## src/rtl/vga_scan_ctrl.sv

```systemverilog
`timescale 1ns/1ps
// -----------------------------------------------------------------------------
// vga_scan_ctrl
//
// Raster scan sequencer for the 640x480@60 display path. It divides the
// 100 MHz system clock into a 25 MHz pixel tick, runs the horizontal and
// vertical counters, fetches a 4-bit tile category per visible pixel from the
// tile-map RAM (16x16-pixel tiles, 40-tile rows) and hands it to the
// category-to-RGB colour stage. hsync/vsync are delayed so their edges line up
// with the colour stage's registered RGB outputs.
//
// Pipeline (each stage is one clk_100mhz cycle):
//   p0 : divider, x/y counters, frame_start          (updates on tick only)
//   p1 : map_rd / map_addr issued to the tile-map RAM
//   p2 : RAM access cycle (map_data valid during this cycle)
//   p3 : category / video_on registered
//   sync shift register output = p3 + 1 (colour stage RGB register)
//
// Ports:
//   clk_100mhz  in   1   system clock
//   rst_n       in   1   asynchronous active-low reset
//   enable      in   1   scan enable; low holds the raster idle at (0,0)
//   test_mode   in   1   (SCAN_TEST_PATTERN_EN only) checkerboard pattern
//   map_addr    out  11  tile-map read address
//   map_rd      out  1   tile-map read strobe (1 cycle per active pixel)
//   map_data    in   4   tile category, valid 1 cycle after map_rd
//   category    out  4   category to the colour stage, 0 = NONE
//   video_on    out  1   active-area flag aligned with category
//   hsync       out  1   active-low, aligned with colour stage RGB
//   vsync       out  1   active-low, aligned with colour stage RGB
//   frame_start out  1   1-cycle pulse when pixel (0,0) is issued
//   x           out  10  current pixel column (stage p0)
//   y           out  10  current pixel line (stage p0)
//
// Optional feature macro: SCAN_TEST_PATTERN_EN
//   When defined, a test_mode input is added. With test_mode=1 the category
//   becomes a NONE/TANK checkerboard derived from the tile coordinates and no
//   tile-map reads are issued. Sync timing is unaffected.
// -----------------------------------------------------------------------------
module vga_scan_ctrl #(
  parameter int unsigned H_ACTIVE   = 640,
  parameter int unsigned H_FP       = 16,
  parameter int unsigned H_SYNC     = 96,
  parameter int unsigned H_BP       = 48,
  parameter int unsigned V_ACTIVE   = 480,
  parameter int unsigned V_FP       = 10,
  parameter int unsigned V_SYNC     = 2,
  parameter int unsigned V_BP       = 33,
  parameter int unsigned CLK_DIV    = 4,
  parameter int unsigned TILE_SHIFT = 4,
  parameter int unsigned MAP_COLS   = 40
) (
  input  logic        clk_100mhz,
  input  logic        rst_n,
  input  logic        enable,
`ifdef SCAN_TEST_PATTERN_EN
  input  logic        test_mode,
`endif
  output logic [10:0] map_addr,
  output logic        map_rd,
  input  logic [3:0]  map_data,
  output logic [3:0]  category,
  output logic        video_on,
  output logic        hsync,
  output logic        vsync,
  output logic        frame_start,
  output logic [9:0]  x,
  output logic [9:0]  y
);

  localparam int unsigned H_TOTAL = H_ACTIVE + H_FP + H_SYNC + H_BP;
  localparam int unsigned V_TOTAL = V_ACTIVE + V_FP + V_SYNC + V_BP;
  localparam int unsigned DIV_W   = (CLK_DIV > 1) ? $clog2(CLK_DIV) : 1;

  localparam logic [DIV_W-1:0] DIV_LAST = DIV_W'(CLK_DIV - 1);
  localparam logic [9:0] H_LAST   = 10'(H_TOTAL - 1);
  localparam logic [9:0] V_LAST   = 10'(V_TOTAL - 1);
  localparam logic [9:0] H_ACT_L  = 10'(H_ACTIVE);
  localparam logic [9:0] V_ACT_L  = 10'(V_ACTIVE);
  localparam logic [9:0] HS_BEG   = 10'(H_ACTIVE + H_FP);
  localparam logic [9:0] HS_END   = 10'(H_ACTIVE + H_FP + H_SYNC);
  localparam logic [9:0] VS_BEG   = 10'(V_ACTIVE + V_FP);
  localparam logic [9:0] VS_END   = 10'(V_ACTIVE + V_FP + V_SYNC);
  localparam logic [10:0] MAP_COLS_L = 11'(MAP_COLS);

  // Tile-map address: (row tile) * MAP_COLS + (column tile). The multiply is
  // unrolled into shifted adds over the set bits of the constant MAP_COLS
  // (40 = 32 + 8), so no multiplier is inferred.
  function automatic logic [10:0] tile_index(input logic [9:0] px,
                                             input logic [9:0] py);
    logic [9:0]  col;
    logic [9:0]  row;
    logic [10:0] acc;
    col = px >> TILE_SHIFT;
    row = py >> TILE_SHIFT;
    acc = 11'(col);
    for (int b = 0; b < 11; b++) begin
      if (MAP_COLS_L[b]) acc = acc + (11'(row) << b);
    end
    return acc;
  endfunction

  // Stage p0 state
  logic [DIV_W-1:0] div_p0;
  logic             first_p0;   // next tick issues (0,0) without advancing
  logic             vld_p0;     // 1-cycle pulse after each counter update
  logic             tick;
  logic [9:0]       x_nxt;
  logic [9:0]       y_nxt;
  logic             act_p0;
  logic             pat_p0;
  logic             rd_go_p0;
  logic             hs_raw_p0;
  logic             vs_raw_p0;

  // Stages p1/p2 side-band
  logic vld_p1, act_p1, pat_p1, chk_p1;
  logic vld_p2, act_p2, pat_p2, chk_p2;

  // Sync delay lines, bit 3 drives the output
  logic [3:0] hs_sr;
  logic [3:0] vs_sr;

`ifdef SCAN_TEST_PATTERN_EN
  assign pat_p0 = test_mode;
`else
  assign pat_p0 = 1'b0;
`endif

  assign tick      = enable && (div_p0 == DIV_LAST);
  assign act_p0    = (x < H_ACT_L) && (y < V_ACT_L);
  assign rd_go_p0  = vld_p0 && act_p0 && !pat_p0;
  assign hs_raw_p0 = !((x >= HS_BEG) && (x < HS_END));
  assign vs_raw_p0 = !((y >= VS_BEG) && (y < VS_END));

  // Position the counters move to on the next tick. Right after reset or
  // enable the raster already sits at (0,0); the first tick issues that
  // pixel rather than stepping past it.
  always_comb begin
    x_nxt = x;
    y_nxt = y;
    if (first_p0) begin
      x_nxt = '0;
      y_nxt = '0;
    end else if (x == H_LAST) begin
      x_nxt = '0;
      y_nxt = (y == V_LAST) ? 10'd0 : y + 10'd1;
    end else begin
      x_nxt = x + 10'd1;
    end
  end

  // ---- stage p0: pixel divider and raster counters ----
  always_ff @(posedge clk_100mhz or negedge rst_n) begin
    if (!rst_n) begin
      div_p0      <= '0;
      x           <= '0;
      y           <= '0;
      first_p0    <= 1'b1;
      vld_p0      <= 1'b0;
      frame_start <= 1'b0;
    end else if (!enable) begin
      div_p0      <= '0;
      x           <= '0;
      y           <= '0;
      first_p0    <= 1'b1;
      vld_p0      <= 1'b0;
      frame_start <= 1'b0;
    end else begin
      vld_p0      <= tick;
      frame_start <= tick && (x_nxt == 10'd0) && (y_nxt == 10'd0);
      if (tick) begin
        div_p0   <= '0;
        x        <= x_nxt;
        y        <= y_nxt;
        first_p0 <= 1'b0;
      end else begin
        div_p0 <= div_p0 + 1'b1;
      end
    end
  end

  // ---- stage p1: tile-map read request ----
  always_ff @(posedge clk_100mhz or negedge rst_n) begin
    if (!rst_n) begin
      map_rd   <= 1'b0;
      map_addr <= '0;
      vld_p1   <= 1'b0;
      act_p1   <= 1'b0;
      pat_p1   <= 1'b0;
      chk_p1   <= 1'b0;
    end else if (!enable) begin
      map_rd   <= 1'b0;
      vld_p1   <= 1'b0;
      act_p1   <= 1'b0;
      pat_p1   <= 1'b0;
      chk_p1   <= 1'b0;
    end else begin
      map_rd <= rd_go_p0;
      vld_p1 <= vld_p0;
      act_p1 <= act_p0;
      pat_p1 <= pat_p0;
      // Checkerboard bit: LSB of the column tile XOR LSB of the row tile.
      chk_p1 <= x[TILE_SHIFT] ^ y[TILE_SHIFT];
      // Address holds through blanking so the RAM bus stays quiet.
      if (rd_go_p0) map_addr <= tile_index(x, y);
    end
  end

  // ---- stage p2: RAM access cycle ----
  always_ff @(posedge clk_100mhz or negedge rst_n) begin
    if (!rst_n) begin
      vld_p2 <= 1'b0;
      act_p2 <= 1'b0;
      pat_p2 <= 1'b0;
      chk_p2 <= 1'b0;
    end else if (!enable) begin
      vld_p2 <= 1'b0;
      act_p2 <= 1'b0;
      pat_p2 <= 1'b0;
      chk_p2 <= 1'b0;
    end else begin
      vld_p2 <= vld_p1;
      act_p2 <= act_p1;
      pat_p2 <= pat_p1;
      chk_p2 <= chk_p1;
    end
  end

  // ---- stage p3: category register ----
  // Only the cycle carrying a new pixel loads; the value then holds for the
  // rest of that pixel's CLK_DIV cycles.
  always_ff @(posedge clk_100mhz or negedge rst_n) begin
    if (!rst_n) begin
      category <= '0;
      video_on <= 1'b0;
    end else if (!enable) begin
      category <= '0;
      video_on <= 1'b0;
    end else if (vld_p2) begin
      video_on <= act_p2;
      if (!act_p2)
        category <= 4'd0;
      else if (pat_p2)
        category <= {2'b00, chk_p2, 1'b0};
      else
        category <= map_data;
    end
  end

  // ---- sync delay: p0 raw level -> p4, matching the colour stage RGB ----
  always_ff @(posedge clk_100mhz or negedge rst_n) begin
    if (!rst_n) begin
      hs_sr <= '1;
      vs_sr <= '1;
    end else if (!enable) begin
      hs_sr <= '1;
      vs_sr <= '1;
    end else begin
      hs_sr <= {hs_sr[2:0], hs_raw_p0};
      vs_sr <= {vs_sr[2:0], vs_raw_p0};
    end
  end

  assign hsync = hs_sr[3];
  assign vsync = vs_sr[3];

  // A read strobe never lasts more than one cycle when a pixel spans
  // several clocks.
  generate
    if (CLK_DIV > 1) begin : g_rd_pulse
      a_rd_pulse: assert property (@(posedge clk_100mhz) disable iff (!rst_n)
                                   map_rd |=> !map_rd);
    end
  endgenerate

endmodule

```

## config.mk

```make
export PLATFORM = sky130hd
export DESIGN_NAME = vga_scan_ctrl
export DESIGN_NICKNAME = d
export VERILOG_FILES = /design/src/rtl/vga_scan_ctrl.sv
export SDC_FILE = /design/constraint.sdc
export NUM_CORES = 1
export LEC_CHECK = 0
export CORE_MARGIN = 3
export CORE_UTILIZATION = 63
export CTS_BUF_LIST = sky130_fd_sc_hd__clkbuf_4 sky130_fd_sc_hd__clkbuf_8
export DETAILED_ROUTE_END_ITERATION = 12
export DONT_BUFFER_PORTS = 1
export PLACE_DENSITY = 0.89
export SYNTH_ARGS = -nofsm -noshare
export SYNTH_HDL_FRONTEND = slang
export SYNTH_SLANG_ARGS = --single-unit
```

## constraint.sdc

```tcl
create_clock -name clk_100mhz -period 6.4 [get_ports clk_100mhz]
set_input_delay 0.64 -clock clk_100mhz [delete_from_list [all_inputs] [get_ports clk_100mhz]]
set_output_delay 0.64 -clock clk_100mhz [all_outputs]
set_load 0.05 [all_outputs]
```

# Yosys cells after proc, flatten, opt, wreduce, memory -nomap -nowiden
# Cells that the tools add are included.
# W data, S select, Z words.
[word_totals]
ramBits = 0
output_inout_bits = 40
mem_bits_ro = 0
reg_bits = 54
in_bits = 7
memories = 0
wordCells = 73
latch_bits = 0
[classes]
n_div = 0
mul = 0
n_addsub = 5
reduce_logical = 12
bitwise_logic = 0
order_cmp = 6
n_eq_ne = 5
shifts = 0
mux = 29
[op_table]
columns = ["operator", "n"]
rows = [
  ["$mux W10", 9],
  ["$mux W11", 2],
  ["$add A10 B1 Y10 const B", 2],
  ["$eq A10 B10 Y1 const B", 2],
  ["$logic_not A10 Y1", 2],
  ["$lt A10 B10 Y1 const B", 2],
  ["$lt A10 B9 Y1 const B", 2],
  ["$mux W4", 5],
  ["$add A11 B11 Y11", 1],
  ["$mux W1", 11],
  ["$add A6 B9 Y10", 1],
  ["$ge A10 B10 Y1 const B", 1],
  ["$ge A10 B9 Y1 const B", 1],
  ["$logic_and A1 B1 Y1", 7],
  ["$mux W2", 2],
  ["$ne A2 B1 Y1 const B", 2],
  ["$add A2 B1 Y2 const B", 1],
  ["$eq A2 B2 Y1 const B", 1],
  ["$logic_not A1 Y1", 2],
  ["$reduce_and A2 Y1", 1],
]

# Depth between registers and ports, before layout
# Gate-level depths: netlist of run 1.
[depth]
ltp_word = 7
depth_mapped = 11
mapped_depth_nobuf = 11

# Least setup slack after synthesis of run 1
# No wires, ideal clock.
[synth_timing]
kind = "register -> register"
from = "register y[5]"
to = "register map_addr[9]"
period_less_slack_ns = 2.956
setup_slack_ns = 3.444
path_buffers = 1
t_arrival_ns = 2.825
t_required_ns = 6.268
path_stages_with_launch = 11
setup_ns = 0.132
path_cell_list = "dfrtp_1 -> clkbuf_1 -> inv_1 -> fa_1 -> xnor2_1 -> ha_1 -> fa_1 -> a21o_1 -> a21oi_1 -> xor2_1 -> o21ai_0"
[synth_between]
elab_chain_len = 4
word_cells_on_any_way = 8
cone_classes = "add/sub (2); order compare (1); mux (2); reduce/logical (3)"
[synth_lines]
columns = ["item", "line", "source"]
rows = [
  ["from (decl)", "68", "output logic [9:0] y"],
  ["from (signal assigned)", "175", "y <= y_nxt;"],
  ["$add A6 B9 Y10 or $lt A10 B9 Y1 (tied branches)", "98, 131", ""],
  ["$mux W11 or $logic_and A1 B1 Y1 (tied branches)", "206, 131", ""],
  ["$mux W11 or $logic_and A1 B1 Y1 (tied branches)", "192, 132", ""],
  ["$add A11 B11 Y11 or $reduce_and A2 Y1 (tied branches)", "-", ""],
  ["to (signal assigned)", "206", "if (rd_go_p0) map_addr <= tile_index(x, y);"],
  ["to (decl)", "59", "output logic [10:0] map_addr,"],
]
# Parallel ways exist; a longest one is shown, timed or not. The select of a mux whose other input is x is not followed.
# A chain may end at the register's enable or synchronous reset.

# Worst setup path after layout of run 1
[layout_timing]
from = "register y[4]"
to = "register map_addr[9]"
# Same word-level chain as after synthesis.

==> metrics.cfg, run 1 <==
[yosys]
synth_flop_cell = dfrtp_1
synth_largest_type_area_fraction_pct = 35.6
synth_seq_cells = 54
edff_count_synth = 0
yosys.area_share.adder_pct = 6.41
ys_types = 56
synth.yosys.seq_area_share_pct = 43.1
postSynthAreaPerCell_sq_um = 9.30
syn_inst_count = 340
synth_compound_area_share_pct = 14.7
async_flop_share_pct = 100
synth.area.mux_share_pct = 1.58
yosysWarningCount = 0
synth_xor_area_share_pct = 3.32
synth_nets = 362
yosysTopAreaCell = dfrtp_1
synth_area_sq_um = 3160
synth_top_family_by_area = simple AND/OR/NAND/NOR gates
synth_area_leaders = dfrtp_1, dfstp_2, ha_1
synth_simple_gate_area_share_pct = 26.2

[power_and_ir_drop]
power.share.sequential_pct = 60.5
power.share.switching_pct = 25.0
p_comb_share_pct = 4.6
power_density_nw_per_um2 = 177
total_leakage_power_nw = 1.34
clock_power_share_pct = 34.9
cell_internal_pwr_w = 0.000436
vdd_drop_max_mv = 0.120
power_switching_w = 0.000145

[placed_design]
dpl_worst_slack_ns = 3.18
placement.io_buffers = 0
finalWeightedCongestion = 0.867
hpwl_mm = 4.42
cell_total_after_placement = 385

[global_routing]
grt_first_pass_wirelength_mm = 11.3
grt_pass1_vias = 2429
globalRouteTotalUtil_pct = 23.4
grt.overflow.total = 0
grt_max_degree = 49
number_of_antenna_violations_at_the_first_check_in_global_routing = 0

[cells_and_area]
layout.cells.most_common = dfrtp_1
layout.nets = 349
final_cell_mix = dfrtp_1, nand2_1, a21oi_1
post_layout_nonfiller_instances = 395
antenna-diode-count = 0
syn_to_final_growth_pct = 3.52
layout-drive-gt1-share_pct = 7.62
fill_cells = 373

[clocking]
clk_root_buffer_cell = clkbuf_8
worst_setup_hold_path_clk_slew_ns = 0.10
cts.sinks = 54
tritoncts = built
number_of_levels_the_h_tree_was_split_into = 2
cts_resized = 0
post_cts.repair.setup_buffers = 0
number_of_buffers_created_by_cts = 5
cts.hold.buffers_added = 1
clk_latency_ns = 0.31
cts_max_path_buffers = 2

[hold_path]
holdCritPathClass = primary input to asynchronous set/reset pin

[setup_path]
worstPathMaxFanout = 12
regToRegSetupSlack_ns = 3.16
timing.setup.critical_path_class = flip-flop to flip-flop
end_kind = flip-flop
timing.critical_path.from_type = flip-flop
cp_data_arrival_time_ns = 3.41
worst_ep_required_time_ns = 6.57

[routing]
detailedRoute.firstIterationViolations = 193
drt-total-wl_mm = 6.48
route.detailed.wl_per_inst_microns = 16.4
drcViolationCount = 0
drt-vias-per-instance = 6.15
routed-via-count = 2430
drtAntennaViolNets = 0
drt_first_pass_iters = 5

[sta]
timing.final.setup_violations = 0
fin_setup_tns_ns = 0
slew_headroom_pct = 35.2
layout_worst_path_cycle_share_pct = 50.6
worst_hold_slack_ns = 0.157
setup_slack_ns = 3.16
drv_slew = 0
fmax_mhz = 309
tightest_slew_ns = 0.972
finalHoldViolCount = 0
rsz_0062_raised_after_global_routing = no
timing.clock.skew_ns = 0.00695
final_period_minus_worst_setup_slack_ns = 3.24

[floorplanning]
chipHeight_microns = 76.9
core_area_sq_um = 4790
dieArea_sq_um = 5910
floorplan.initialDensity_pct = 66.1
dieWidth_microns = 76.9
fp-row-count = 25
num_io_pins = 47

[run_status]
result_of_the_run = finished clean

[run]
timing.max_cap.violations = 0

-- final timing paths --
path,start,endpoint,depth (start not counted)
max reg2reg,y[4],map_addr[9],11
min reg2reg,div_p0[0],div_p0[0],1
min in group clk_100mhz,enable,vs_sr[3],1
max,y[4],map_addr[9],11
min,rst_n,first_p0,0
max in group asynchronous,rst_n,y[7],1
-- Yosys cell counts, types with 3 or more instances --
cell type,count
xor2_1,6
dfrtp_1,45
mux2i_1,5
nand4_1,6
or4_1,3
nor3b_1,3
and2_1,10
o2bb2ai_1,3
nor4b_1,3
clkbuf_1,18
o21ai_0,18
nand2b_1,13
dfstp_2,9
nor2b_1,12
a21o_1,3
a21oi_1,19
nand2_1,38
xnor2_1,6
ha_1,13
a21boi_1,3
nor2_1,13
nor4_1,4
nor3_1,10
a21boi_0,8
and3_1,5
inv_1,13
nand3_1,13
-- final cells by class --
| cell class | instances | area (sq um) | share of cell area (%) |
|---|---|---|---|
| flip-flops and latches | 54 | 1360 | 41.6 |
| repair buffers | 2 | 30.0 | 0.917 |
| multi-input cells | 251 | 1650 | 50.4 |
| well taps | 67 | 83.8 | 2.56 |
| clock inverters | 3 | 28.8 | 0.879 |
| clock buffers | 5 | 68.8 | 2.10 |
| inverters | 13 | 48.8 | 1.49 |
-- state kept, by name, indices dropped and copies added, names as in the netlist --
signal,count
frame_start,1
video_on,1
div_p0,2
map_addr,11
x,10
vld_p2,1
vld_p1,1
hs_sr,4
category,4
vld_p0,1
y,10
act_p2,1
first_p0,1
act_p1,1
vs_sr,4
map_rd,1
-- critical path, stage by stage, from the launching register on --
cell	delay, ns
dfrtp_1	0.89
ha_1	0.31
inv_1	0.06
fa_1	0.40
nor2b_1	0.17
o21ai_0	0.12
xnor2_1	0.18
ha_1	0.35
a21o_1	0.19
a21oi_1	0.17
xor2_1	0.15
o21ai_0	0.09
-- metrics by stage --
step | cell area [sq um] | power, W | utilization, %
floorplan | 3160 | 0.000375 | -
detailed placement | 3150 | 0.000378 | 65.8
global placement | 3150 | 0.000377 | 65.8
global route | 3270 | 0.000606 | 68.4
finish | 3270 | 0.000581 | 68.4
CTS | 3250 | 0.000580 | 68.0
-- power groups by stage --
| stage | logic [W] | clock network (W) | registers (W) |
|---|---|---|---|
| finish | 0.0000269 | 0.000203 | 0.000351 |
| global route | 0.0000308 | 0.000223 | 0.000352 |
| CTS | 0.0000213 | 0.000208 | 0.000351 |
| detailed placement | 0.0000199 | 0 | 0.000358 |
| global placement | 0.0000192 | 0 | 0.000358 |
| floorplan | 0.0000191 | 0 | 0.000356 |
-- cell families (layout without fill, tap and decap cells) --
kind of cell               after synthesis  after routing
and+or+nand+nor                        147            147
adders and majority gates               15             15
DFF                                     54             54
xor gates and xnor gates                12             12
AOI/OAI and AO/OA                       72             72
muxes                                    5              5
buffers and inverters                   35             23
-- routing by layer --
layer | part of all wire [%] | vias to the layer above | global-route usage, %
met2 | 47 | 74 | 38.2
met5 | 0 | - | 0
met4 | 1.3 | 0 | 8.15
met1 | 44 | 1179 | 30.3
met3 | 7.1 | 9 | 6.10
li1 | - | 1168 | -
(Power assumes the default switching activity.)
==> run 2, diff against run 1 <==
Settings changed: CORE_UTILIZATION 63 to 60.
Clock period 6.4 ns to 2.7 ns, I/O delays scaled along.
==> run 2 against run 1 <==
Compared with the run above: hold slack lost 0.14 ns; global-route usage grew 1.2 points; clock power grew 130%; critical path depth shrank 4; utilization grew 2.5 points; setup slack lost 3.0 ns; power grew 140%; clock skew grew 0.0025 ns; via count grew 6.5%; sequential share of layout area shrank 2.3 points; first-iteration DRC count shrank 32%; largest cell class unchanged.
==> metrics.cfg, run 2 (same netlist as run 1, synthesis figures left out) <==
[run_status]
result_of_the_run = finished clean

[clocking]
number_of_levels_the_h_tree_was_split_into = 2
cts.sinks = 54
clk_latency_ns = 0.31
number_of_buffers_created_by_cts = 5
cts_max_path_buffers = 2
post_cts.repair.setup_buffers = 0
tritoncts = built
clk_root_buffer_cell = clkbuf_8
cts_resized = 0
worst_setup_hold_path_clk_slew_ns = 0.10

[setup_path]
timing.setup.critical_path_class = flip-flop to flip-flop
end_kind = flip-flop
timing.critical_path.from_type = flip-flop
crit-reg2reg-capture = y[5]
worstPathMaxFanout = 7
worst_ep_required_time_ns = 2.91
setup.worst_path.start = x[0]
regToRegSetupSlack_ns = 0.18
rr_startpoint = x[0]
worstRegToRegCells = 7
cp_data_arrival_time_ns = 2.72

[hold_path]
worst_hold_path.num_cells = 1
holdCritPathClass = primary input to flip-flop
hold_path.startpoint = enable
hold_path_sink = vs_sr[2]

[routing]
drt_first_pass_iters = 4
drt-vias-per-instance = 6.15
route.detailed.wl_per_inst_microns = 17.7
routed-via-count = 2589
drt-total-wl_mm = 7.47
detailedRoute.firstIterationViolations = 132
drcViolationCount = 0
drtAntennaViolNets = 0

[global_routing]
globalRouteTotalUtil_pct = 24.7
grt_pass1_vias = 2571
grt_max_degree = 55
grt_first_pass_wirelength_mm = 12.1
number_of_antenna_violations_at_the_first_check_in_global_routing = 0
grt.overflow.total = 0

[sta]
slew_headroom_pct = 57.1
final_period_minus_worst_setup_slack_ns = 2.52
tightest_slew_ns = 0.641
timing.final.setup_violations = 0
timing.clock.skew_ns = 0.00949
fmax_mhz = 397
finalHoldViolCount = 0
fin_setup_tns_ns = 0
drv_slew = 0
rsz_0062_raised_after_global_routing = no
layout_worst_path_cycle_share_pct = 93.2

[placed_design]
finalWeightedCongestion = 0.904
dpl-instance-area_sq_um = 3330
hpwl_mm = 5.04
placement.io_buffers = 0

[floorplanning]
num_io_pins = 47
floorplan.initialDensity_pct = 64.4
chipHeight_microns = 78.6
fp-row-count = 25
core_area_sq_um = 4910
dieArea_sq_um = 6180
dieWidth_microns = 78.6

[cells_and_area]
finalInstanceArea_sq_um = 3480
largest_register_ff_count = 11
final_cell_mix = dfrtp_1, nand2_1, buf_4
layout.nets = 375
top_regs = map_addr (11), x (10), y (10)
layout.cells.most_common = dfrtp_1
fill_cells = 389
syn_to_final_growth_pct = 10.1
largest_register = map_addr
antenna-diode-count = 0
layout-drive-gt1-share_pct = 15.0

[power_and_ir_drop]
vdd_drop_max_mv = 0.193
total_leakage_power_nw = 1.46
power_density_nw_per_um2 = 396

[run]
timing.max_cap.violations = 0

==> run 2: cell type report <==
type / instances / area, sq um / area share, %
Timing Repair Buffer: 28 / 238 / 6.83
Multi-Input combinational cell: 251 / 1650 / 47.4
Tap cell: 67 / 83.8 / 2.41
Clock inverter: 3 / 23.8 / 0.683
Sequential cell: 54 / 1370 / 39.3
Clock buffer: 5 / 68.8 / 1.98
Inverter: 13 / 48.8 / 1.40
==> run 2: critical path: stages (launching register included) <==
cell and delay (ns):
dfrtp_1 0.37, ha_1 0.34, nand4_4 0.20, or3_1 0.53, o211ai_1 0.60, nor3_1 0.14
a21oi_1 0.17, nor2b_1 0.06
==> run 2: where the power goes <==
group / switching, W / internal (W) / total, W
clock: 0.000283 / 0.000186 / 0.000469
sequential: 0.0000136 / 0.000819 / 0.000832
combinational: 0.0000503 / 0.0000273 / 0.0000775
==> run 2: repair_timing <==
| action | 4_1_cts | 5_1_grt |
|---|---|---|
| endpoints found under the hold margin | 58 | 1 |
| hold buffers | 3 | 1 |
| setup endpoints to repair | 0 | 0 |
==> run 2: how the worst max path moves through the flow <==
| stage | endpoint | slack [ns] | cells past startpoint |
|---|---|---|---|
| after floorplan | map_addr[9] | 0.003 | 10 |
| after global placement | map_addr[9] | 0.29 | 9 |
| after detailed placement | map_addr[10] | 0.21 | 10 |
| after CTS | map_addr[10] | 0.19 | 10 |
| after global routing | map_addr[10] | 0.005 | 10 |
| final | y[5] | 0.18 | 7 |
==> run 2: routing by layer <==
metal | track usage (%) | share of wire (%) | vias up
met5 | 0 | 0 | -
li1 | - | - | 1223
met1 | 30.7 | 42 | 1260
met2 | 42.4 | 49 | 93
met4 | 6.99 | 1.4 | 0
met3 | 6.08 | 7.3 | 13
==> run 2: stage by stage <==
| step | setup WS [ns] | power [W] | util [%] | hold WS, ns | cells |
|---|---|---|---|---|---|
| after floorplan | 0.00347 | 0.000890 | - | -0.0256 | 340 |
| after global placement | 0.285 | 0.000896 | 67.8 | -0.0240 | 409 |
| after detailed placement | 0.213 | 0.000899 | 67.8 | -0.0243 | 409 |
| after CTS | 0.188 | 0.00139 | 70.7 | 0.00121 | 420 |
| after global routing | 0.00488 | 0.00143 | 70.9 | 0.00497 | 421 |
| final | 0.183 | 0.00138 | 70.9 | 0.0128 | 421 |
